<file path="config.mk">
export PLATFORM = sky130hd
export DESIGN_NAME = wb_write_queue
export DESIGN_NICKNAME = d
export VERILOG_FILES = /design/src/rtl/wb_pkg.sv /design/src/rtl/wbq_lookup.sv /design/src/rtl/wb_write_queue.sv
export SDC_FILE = /design/constraint.sdc
export NUM_CORES = 1
export LEC_CHECK = 0
export BUFFER_PORTS_ARGS = -buffer_cell sky130_fd_sc_hd__buf_4
export CAP_MARGIN = 25
export CORE_AREA = 2 2 132 134
export DETAILED_ROUTE_END_ITERATION = 6
export DIE_AREA = 0 0 134 136
export PLACE_DENSITY = 0.75
export SYNTH_ARGS = -nofsm -noshare
export SYNTH_HDL_FRONTEND = slang
export SYNTH_SLANG_ARGS = --single-unit
</file>
<file path="constraint.sdc">
create_clock -name clk -period 4.7 [get_ports clk]
set_clock_uncertainty 0.15 [all_clocks]
set_input_delay 0.235 -clock clk [delete_from_list [all_inputs] [get_ports clk]]
set_output_delay 0.235 -clock clk [all_outputs]
set_load 0.03 [all_outputs]
</file>
<file path="src/rtl/wb_pkg.sv">
// Shared types and constants for the writeback queue slice.
// Holds the default data/register widths, the queued-result record
// and the hard-wired zero register address.
package wb_pkg;

  localparam int XLEN   = 32;
  localparam int REG_AW = 5;

  localparam logic [REG_AW-1:0] REG_ZERO = '0;

  typedef struct packed {
    logic [REG_AW-1:0] rd;
    logic [XLEN-1:0]   data;
  } wb_entry_t;

endpackage

</file>
<file path="src/rtl/wbq_lookup.sv">
// Priority lookup of one register address across the queue entries.
// Valid entries sit contiguously starting at rd_ptr (oldest), so walking
// forward from rd_ptr and letting later matches override earlier ones
// leaves the youngest matching entry selected.
// Optional feature macro: WBQ_FWD_EN (when undefined only the pending
// flag is produced, data is tied to zero and no data mux exists).
module wbq_lookup
  import wb_pkg::*;
#(
  parameter int DEPTH = 4,
  parameter int XLEN  = 32,
  parameter int AW    = 5
) (
  input  logic [AW-1:0]                addr,
  input  logic [DEPTH-1:0]             valid,
  input  logic [$clog2(DEPTH)-1:0]     rd_ptr,
  input  logic [DEPTH-1:0][AW-1:0]     rds,
`ifdef WBQ_FWD_EN
  input  logic [DEPTH-1:0][XLEN-1:0]   datas,
`endif
  output logic                         hit,
  output logic [XLEN-1:0]              data
);

  localparam int PW = $clog2(DEPTH);

  logic [PW-1:0] idx;

  // Oldest-to-youngest scan; the last match seen is the youngest one
  always_comb begin
    hit  = 1'b0;
    data = '0;
    idx  = '0;
    for (int i = 0; i < DEPTH; i++) begin
      idx = rd_ptr + PW'(i);
      if (valid[idx] && (rds[idx] == addr) && (addr != AW'(REG_ZERO))) begin
        hit = 1'b1;
`ifdef WBQ_FWD_EN
        data = datas[idx];
`endif
      end
    end
  end

endmodule

</file>
<file path="src/rtl/wb_write_queue.sv">
// Writeback queue: buffers late results and drains one per cycle onto
// the register file write port (WE3/A3/WD3) while that port is free.
// Two lookup ports let decode see registers that are still queued.
// Optional feature macro: WBQ_FWD_EN (forward queued data to decode;
// when undefined the lookups report a pending flag only).
module wb_write_queue
#(
  parameter int DEPTH = 4,
  parameter int XLEN  = wb_pkg::XLEN,
  parameter int AW    = wb_pkg::REG_AW
) (
  input  logic                       clk,
  input  logic                       rst,
  input  logic                       in_valid,
  output logic                       in_ready,
  input  logic [AW-1:0]              in_rd,
  input  logic [XLEN-1:0]            in_data,
  input  logic                       drain_en,
  output logic                       WE3,
  output logic [AW-1:0]              A3,
  output logic [XLEN-1:0]            WD3,
  input  logic [AW-1:0]              lk_a1,
  input  logic [AW-1:0]              lk_a2,
  output logic                       lk_hit1,
  output logic                       lk_hit2,
  output logic [XLEN-1:0]            lk_data1,
  output logic [XLEN-1:0]            lk_data2,
  output logic [$clog2(DEPTH):0]     count,
  output logic                       full,
  output logic                       empty
);

  import wb_pkg::*;

  localparam int PW = $clog2(DEPTH);

  logic [PW-1:0]               wr_ptr;
  logic [PW-1:0]               rd_ptr;
  logic [DEPTH-1:0]            valid;
  logic [DEPTH-1:0][AW-1:0]    rd_mem;
  logic [DEPTH-1:0][XLEN-1:0]  data_mem;
  logic                        do_enq;
  logic                        do_drain;

  // No pass-through: a full queue refuses input even while draining.
  // Results for x0 complete the handshake but are never stored.
  assign full     = (count == (PW+1)'(DEPTH));
  assign empty    = (count == '0);
  assign in_ready = !full;
  assign do_enq   = in_valid && in_ready && (in_rd != AW'(REG_ZERO));
  assign do_drain = drain_en && !empty;

  assign WE3 = do_drain;
  assign A3  = do_drain ? rd_mem[rd_ptr]   : '0;
  assign WD3 = do_drain ? data_mem[rd_ptr] : '0;

  // Entry storage, pointers and occupancy; reset discards everything queued
  always_ff @(posedge clk) begin
    if (rst) begin
      wr_ptr   <= '0;
      rd_ptr   <= '0;
      count    <= '0;
      valid    <= '0;
      rd_mem   <= '0;
      data_mem <= '0;
    end else begin
      if (do_enq) begin
        rd_mem[wr_ptr]   <= in_rd;
        data_mem[wr_ptr] <= in_data;
        valid[wr_ptr]    <= 1'b1;
        wr_ptr           <= wr_ptr + 1'b1;
      end
      if (do_drain) begin
        valid[rd_ptr] <= 1'b0;
        rd_ptr        <= rd_ptr + 1'b1;
      end
      if (do_enq && !do_drain) begin
        count <= count + 1'b1;
      end else if (!do_enq && do_drain) begin
        count <= count - 1'b1;
      end
    end
  end

  wbq_lookup #(.DEPTH(DEPTH), .XLEN(XLEN), .AW(AW)) u_lookup1 (
    .addr   (lk_a1),
    .valid  (valid),
    .rd_ptr (rd_ptr),
    .rds    (rd_mem),
`ifdef WBQ_FWD_EN
    .datas  (data_mem),
`endif
    .hit    (lk_hit1),
    .data   (lk_data1)
  );

  wbq_lookup #(.DEPTH(DEPTH), .XLEN(XLEN), .AW(AW)) u_lookup2 (
    .addr   (lk_a2),
    .valid  (valid),
    .rd_ptr (rd_ptr),
    .rds    (rd_mem),
`ifdef WBQ_FWD_EN
    .datas  (data_mem),
`endif
    .hit    (lk_hit2),
    .data   (lk_data2)
  );

endmodule

</file>
==> summary.log, run 1 <==
[outcome] outcome complete, no violations
[sta] Slew Viols, Final 0
[sta] RSZ-0062 raised after global routing false
[worst_setup_path] critical path capture point type output pin
[floorplan] Die Ht 136 um
[drt] mean number of vias per cell 5.253
[global_routing] global-route wire length before repair 32,470 um
[layout] # nets final 1,139
[min_path] Hold Crit Class in -> reg
[layout] relative area change from synthesis to final layout 17.66%
[clock_network] H-tree lvl count 4
[sta] Max Fclk 269.4 MHz
[layout] area occupied by registers 3188 um2
[worst_setup_path] Crit path required time 4320 ps
[layout] antenna diode count 0
[power] sequential share of power 0.370
[worst_setup_path] Crit Path Class reg -> out
[placed_design] post-place setup slack 1432 ps
[yosys] cell area after synthesis 8288 um2
[power] fraction of power spent switching nets 0.3391
[floorplan] starting density of the core 0.4911
[yosys] number of enable flip-flop cells after synthesis 0
[power] combinational share of power 0.314
[clock_network] post-cts gate resize count 0
[power] sw power 1.466 mW
[sta] actual transition at the worst max-transition pin 964.3 ps
[yosys] per-instance average area after synthesis 8.346 um2
[yosys] share of synthesized area occupied by flip-flops and latches 0.3841
[worst_setup_path] arrival time of data at the critical path endpoint 3330 ps
[global_routing] number of antenna violations at the first check in global routing 0
[yosys] Synth area leader sky130_fd_sc_hd__dfxtp_1
[worst_setup_path] startpoint types flop
[yosys] most used standard cell by instance count after synthesis sky130_fd_sc_hd__nand2_1
[placed_design] quantity of I/O buffers inserted on ports 96
[power] design internal power 2.857 mW
[sta] endpoints failing setup 0
[yosys] number of register bits inferred by synthesis 159
[yosys] top area cells in the synthesized netlist sky130_fd_sc_hd__dfxtp_1 38%, sky130_fd_sc_hd__nand2_1 14%, sky130_fd_sc_hd__mux4_2 11%
[clock_network] root cell of the clock tree sky130_fd_sc_hd__clkbuf_16
[clock_network] worst-case clock buffer depth 2
[yosys] Synth Instances 993
[drt] number of iterations in the first detailed-routing pass 5
[yosys] most instantiated cells after synthesis 318 x sky130_fd_sc_hd__nand2_1, 159 x sky130_fd_sc_hd__dfxtp_1, 152 x sky130_fd_sc_hd__a21oi_1
[floorplan] number of cell rows 48
[drt] initial drt markers 490
[clock_network] Clk Latency, worst-skew pair 410 ps
[global_routing] pin count of the biggest net entering global routing 93
[yosys] share of the synthesized area in the top cell type 0.3841
[drt] total vias in the final route 6,913
[yosys] FFs w/ async S/R, synth 0
[global_routing] global-route usage over all layers 0.2238
[global_routing] remaining global-route overflow 0
[yosys] ys flop type sky130_fd_sc_hd__dfxtp_1
[global_routing] via count of the first global-routing pass 6,502
[floorplan] Die Area 18,220 um2
[sta] worst max-slew margin expressed relative to the limit 0.3571
[floorplan] horizontal die dimension 134 um
[clock_network] number of sinks on the clock net 159
[placed_design] hpwl dp 12,420 um
[floorplan] placeable core region 16,880 um2
[clock_network] clock transition at the registers of the reported paths 60 ps
[clock_network] Inserted Clock Buffers 17
[power] Cell Pwr Density 443.3 nW/um2
[sta] Worst Setup Slack, final 987.4 ps
[yosys] distinct cell type count after synthesis 40
[power] total leakage power 3.682 nW
[clock_network] clock tree from TritonCTS done
[sta] final period utilization 0.7899
[power] part of the total power dissipated in the clock network 0.316
[layout] footprint of the multi-input gates 4498 um2
[placed_design] gpl congestion 0.9432
[drt] Final ANT Viol Nets 0
[floorplan] number of I/O pins 161
[sta] Final min period 3713 ps
[drt] routed length per placed instance 15.30 um
[drt] total detailed-routing wirelength 20,140 um
[sta] final hold violation count 0
[yosys] Yosys Warn Count 0
[drt] number of DRC violations after detailed routing 0
[layout] number of fill cells 1,528
[job] number of max-cap violations 0
[power] worst vdd rail ir drop 0.2698 mV
[layout] fraction of final layout cells with drive strength greater than 1 0.1732
[sta] Post-Route Setup TNS 0 ps
[worst_setup_path] maximum fanout encountered on the critical timing path 27
[worst max-delay path, cell delays in order, from the launching register on]
cell	delay, ps
sky130_fd_sc_hd__dfxtp_4	620
sky130_fd_sc_hd__inv_1	120
sky130_fd_sc_hd__ha_1	640
sky130_fd_sc_hd__mux4_2	430
sky130_fd_sc_hd__xor2_1	160
sky130_fd_sc_hd__nor4_1	290
sky130_fd_sc_hd__nand3_1	110
sky130_fd_sc_hd__o21a_1	120
sky130_fd_sc_hd__o221ai_1	210
sky130_fd_sc_hd__buf_4	210
[worst paths after layout]
check	startpoint	end	slack (ps)	cells after the start
worst max-delay path	rd_ptr[0]	lk_hit1	990	9
worst min register to register	data_mem[24]	data_mem[24]	300	2
worst min-delay path	drain_en	rd_ptr[1]	90	4
worst max register to register	count[0]	count[2]	2040	9
[placed cells by master, fill, tap and decap left out, drive strengths merged, types with 2 or more instances in the layout]
cell type    netlist  layout
nand2            318     318
dfxtp            159     159
a21oi            152     152
buf               92     105
conb               1      64
mux4              42      42
dlygate4sd3        0      37
and2              36      36
xor2              28      28
clkbuf            47      23
xnor2             22      22
nor2              19      19
mux2i             19      19
ha                 9       9
inv                7       7
nor4               5       5
nor3               5       5
clkinv             1       5
nand4              4       4
a211oi             4       4
and3               3       3
clkinvlp           0       3
or3                2       2
or4                2       2
mux2               2       2
nand3              2       2
o21ai              2       2
a32oi              2       2
bufinv             0       2
[area by class of cell]
type,count,share of cell area
multi-input combinational,750,0.4613
sequential,159,0.3269
timing repair buffer,142,0.1188
clock buffer,23,0.05017
tap,225,0.02887
clock inverter,9,0.01091
inverter,8,0.003079
[registers in the layout (all words and copies together) (netlist names)]
| name | count |
|---|---|
| wr_ptr | 2 |
| count | 3 |
| valid | 4 |
| rd_ptr | 2 |
| data_mem | 128 |
| rd_mem | 20 |
[metal layers]
layer | routed length, um | global-route usage | up-vias
met5 | 0 | 0 | -
met4 | 306 | 0.07979 | 0
met3 | 1493 | 0.04213 | 25
met2 | 9917 | 0.3843 | 274
met1 | 8418 | 0.2822 | 3269
li1 | - | - | 3345
[power by group through the flow]
stage / clock network [mW] / registers, mW / logic, mW
after floorplan: 0 / 1.58 / 1.10
after global placement: 0 / 1.62 / 1.32
after global routing: 1.45 / 1.62 / 1.47
final: 1.37 / 1.60 / 1.36
after CTS: 1.39 / 1.60 / 1.36
after detailed placement: 0 / 1.63 / 1.33
[cells by family after synthesis]
kind of cell,Yosys count,share of synthesized area
muxes,63,0.1412
AOI/OAI and AO/OA,165,0.1037
xor gates and xnor gates,50,0.05284
adders and majority gates,10,0.01600
and+or+nand+nor,398,0.1994
buffers and inverters,147,0.1024
other,1,0.0004525
DFF,159,0.3841
[repair_timing]
item                                   in CTS  in global routing
hold buffers                               37                  0
setup buffers                               0                  0
endpoints found under the hold margin     147                  0
setup endpoints to repair                   0                  0
[per-stage QoR]
stage | total power, mW | hold slack (ps) | std cells | instance area (um2) | util
3_3_place_gp | 2.939 | 288.3 | 1247 | 8786 | 0.5206
4_1_cts | 4.348 | 81.26 | 1316 | 9752 | 0.5778
3_5_place_dp | 2.963 | 294.2 | 1247 | 8786 | 0.5206
6_report | 4.323 | 89.96 | 1316 | 9752 | 0.5778
5_1_grt | 4.538 | 124.5 | 1316 | 9752 | 0.5778
2_1_floorplan | 2.673 | 221.0 | 1056 | 8524 | -
No activity file was read; power rests on OpenSTA's default activity.
==> run 2, diff against run 1 <==
--- a/config.mk
+++ b/config.mk
@@ -10,7 +10,7 @@
 export CORE_AREA = 2 2 132 134
 export DETAILED_ROUTE_END_ITERATION = 6
 export DIE_AREA = 0 0 134 136
-export PLACE_DENSITY = 0.75
+export PLACE_DENSITY = 0.77
 export SYNTH_ARGS = -nofsm -noshare
 export SYNTH_HDL_FRONTEND = slang
 export SYNTH_SLANG_ARGS = --single-unit
==> constraint.sdc (replaced) <==
create_clock -name clk -period 3.14 [get_ports clk]
set_clock_uncertainty 0.15 [all_clocks]
set_input_delay 0.157 -clock clk [delete_from_list [all_inputs] [get_ports clk]]
set_output_delay 0.157 -clock clk [all_outputs]
set_load 0.03 [all_outputs]
==> summary.log, run 2 (same netlist as run 1, synthesis figures left out) <==
[clock_network] Clk Latency, worst-skew pair 430 ps [was 410 ps]
[sta] worst max-slew margin expressed relative to the limit 0.3667 [was 0.3571]
[sta] Slew Viols, Final 0 [unchanged]
[clock_network] setup bufs post-CTS 0 [unchanged]
[global_routing] global-route usage over all layers 0.2387 [was 0.2238]
[sta] final period utilization 0.9593
[drt] number of DRC violations after detailed routing 0 [unchanged]
[placed_design] quantity of I/O buffers inserted on ports 96 [unchanged]
[outcome] outcome complete, no violations [unchanged]
[power] total leakage power 3.753 nW [was 3.682 nW]
[placed_design] gpl congestion 0.9790 [was 0.9432]
[clock_network] number of sinks on the clock net 159 [unchanged]
[worst_setup_path] arrival time of data at the critical path endpoint 2710 ps [was 3330 ps]
[min_path] Hold Crit Class in -> reg [unchanged]
[drt] total vias in the final route 6,982 [was 6,913]
[worst_setup_path] Crit Path Class reg -> out [unchanged]
[drt] number of iterations in the first detailed-routing pass 4 [was 5]
[layout] most frequent standard cell in the layout excluding fill and tap cells sky130_fd_sc_hd__nand2_1 [unchanged]
[worst_setup_path] Crit-path slowest cell sky130_fd_sc_hd__ha_4 [was sky130_fd_sc_hd__ha_1]
[floorplan] Die Ht 136 um [unchanged]
[layout] area occupied by registers 3188 um2 [unchanged]
[floorplan] number of I/O pins 161 [unchanged]
[layout] footprint of the multi-input gates 4538 um2 [was 4498 um2]
[placed_design] hpwl dp 13,040 um [was 12,420 um]
[worst_setup_path] Buf/Inv on CP 2 [unchanged]
[sta] Final min period 3012 ps
[clock_network] Inserted Clock Buffers 17 [unchanged]
[layout] # nets final 1,152 [was 1,139]
[sta] RSZ-0062 raised after global routing false [unchanged]
[sta] Max Fclk 332.0 MHz
[worst_setup_path] startpoint types flop [unchanged]
[placed_design] placed cell count 1,258 [was 1,247]
[layout] Largest Register data_mem [unchanged]
[job] number of max-cap violations 0 [unchanged]
[drt] initial drt markers 504 [was 490]
[global_routing] global-route wire length before repair 34,250 um [was 32,470 um]
[worst_setup_path] critical path capture point type output pin [unchanged]
[layout] fraction of final layout cells with drive strength greater than 1 0.1833 [was 0.1732]
[drt] routed length per placed instance 16.20 um [was 15.30 um]
[layout] fraction of the core area covered by cells at the end of the flow 0.5864 [was 0.5778]
[drt] Final ANT Viol Nets 0 [unchanged]
[global_routing] number of antenna violations at the first check in global routing 0 [unchanged]
[worst_setup_path] largest incremental delay on the critical path 370 ps [was 640 ps]
[global_routing] pin count of the biggest net entering global routing 92 [was 93]
[power] Cell Pwr Density 660.6 nW/um2 [was 443.3 nW/um2]
[worst_setup_path] maximum fanout encountered on the critical timing path 10 [was 27]
[worst_setup_path] crit-path leading delay family simple AND/OR/NAND/NOR gates [was adder cells]
[clock_network] clock tree from TritonCTS done [unchanged]
[sta] endpoints failing setup 0 [unchanged]
[floorplan] Die Area 18,220 um2 [unchanged]
[drt] mean number of vias per cell 5.261 [was 5.253]
[floorplan] starting density of the core 0.4911 [unchanged]
[sta] Post-Route Setup TNS 0 ps [unchanged]
[sta] actual transition at the worst max-transition pin 949.9 ps [was 964.3 ps]
[layout] antenna diode count 0 [unchanged]
[global_routing] via count of the first global-routing pass 6,793 [was 6,502]
[clock_network] root cell of the clock tree sky130_fd_sc_hd__clkbuf_16 [unchanged]
[drt] total detailed-routing wirelength 21,500 um [was 20,140 um]
[layout] commonest cells after routing, fill and taps aside 317 x sky130_fd_sc_hd__nand2_1, 157 x sky130_fd_sc_hd__dfxtp_1, 152 x sky130_fd_sc_hd__a21oi_1, 113 x sky130_fd_sc_hd__buf_4, 64 x sky130_fd_sc_hd__conb_1 [was 318 x sky130_fd_sc_hd__nand2_1, 157 x sky130_fd_sc_hd__dfxtp_1, 152 x sky130_fd_sc_hd__a21oi_1, 105 x sky130_fd_sc_hd__buf_4, 64 x sky130_fd_sc_hd__conb_1]
[global_routing] remaining global-route overflow 0 [unchanged]
[floorplan] number of cell rows 48 [unchanged]
[layout] biggest registers after layout data_mem (128), rd_mem (20), valid (4) [unchanged]
[floorplan] horizontal die dimension 134 um [unchanged]
[clock_network] clock transition at the registers of the reported paths 60 ps [about the same]
[power] worst vdd rail ir drop 0.3619 mV [was 0.2698 mV]
[worst_setup_path] Crit path required time 2830 ps [was 4320 ps]
[layout] Largest register FFs 128 [unchanged]
[floorplan] placeable core region 16,880 um2 [unchanged]
[layout] number of cells in the finished layout apart from fillers 1,327 [was 1,316]
[clock_network] worst-case clock buffer depth 2 [unchanged]
[clock_network] H-tree lvl count 4 [unchanged]
[layout] relative area change from synthesis to final layout 19.41% [was 17.66%]
[sta] final hold violation count 0 [unchanged]
[worst_setup_path] cell-by-cell trace of the critical path clkinv_1, ha_4, mux4_2, xor2_1, nor4_1, nand3_1, o21a_1, o221ai_4, buf_4 [was inv_1, ha_1, mux4_2, xor2_1, nor4_1, nand3_1, o21a_1, o221ai_1, buf_4]
[layout] number of fill cells 1,510 [was 1,528]
==> run 2: power by group <==
part / leakage [nW] / switching [mW] / internal (mW)
Clock: 0.271 / 0.786 / 1.18
Combinational: 2.19 / 1.33 / 0.903
Sequential: 1.29 / 0.126 / 2.21
Total: 3.75 / 2.24 / 4.30
==> run 2: worst min-delay path: cells and delay by family <==
family                 cells  cell delay [ps]
AOI/OAI and AO/OA          1               70
buffers and inverters      2              240
and+or+nand+nor            2              140
==> run 2: path summary, 6_finish.rpt <==
| path | from | slack, ps | end | cells past startpoint |
|---|---|---|---|---|
| worst max-delay path | rd_ptr[1] | 130 | lk_hit1 | 9 |
| worst min-delay path | drain_en | 90 | rd_ptr[1] | 5 |
| worst max register to register | count[0] | 420 | data_mem[47] | 7 |
| worst min register to register | data_mem[38] | 300 | data_mem[38] | 2 |
==> run 2: stage by stage <==
stage / total power [mW] / hold WS (ps) / area, um2 / worst slack, ps
2_1_floorplan: 4.019 / 143.0 / 8557 / 43.86
3_3_place_gp: 4.475 / 282.2 / 8917 / 452.6
3_5_place_dp: 4.524 / 286.2 / 8917 / 403.9
4_1_cts: 6.523 / 73.24 / 9874 / 28.17
5_1_grt: 6.835 / 109.8 / 9897 / 22.78
6_report: 6.538 / 85.11 / 9897 / 127.7
==> run 2: layout make-up <==
class | count | share of cell area
well taps | 225 | 0.02845
clock inverters | 5 | 0.005563
multi-input cells | 750 | 0.4585
repair buffers | 155 | 0.1312
inverters | 8 | 0.003034
clock buffers | 25 | 0.05107
flip-flops and latches | 159 | 0.3221
==> run 2: routing by layer <==
layer	track usage	vias up	wire [um]
met1	0.3028	3304	9026
met5	0	-	0
met4	0.08747	0	371
met3	0.04251	33	1341
li1	-	3363	-
met2	0.4085	282	10760
==> run 2: timing repair <==
action | in CTS | in global routing
hold buffers | 39 | 0
hold endpoints to repair | 148 | 0
gates resized for setup | 2 | 5
endpoints found under the setup margin | 1 | 3
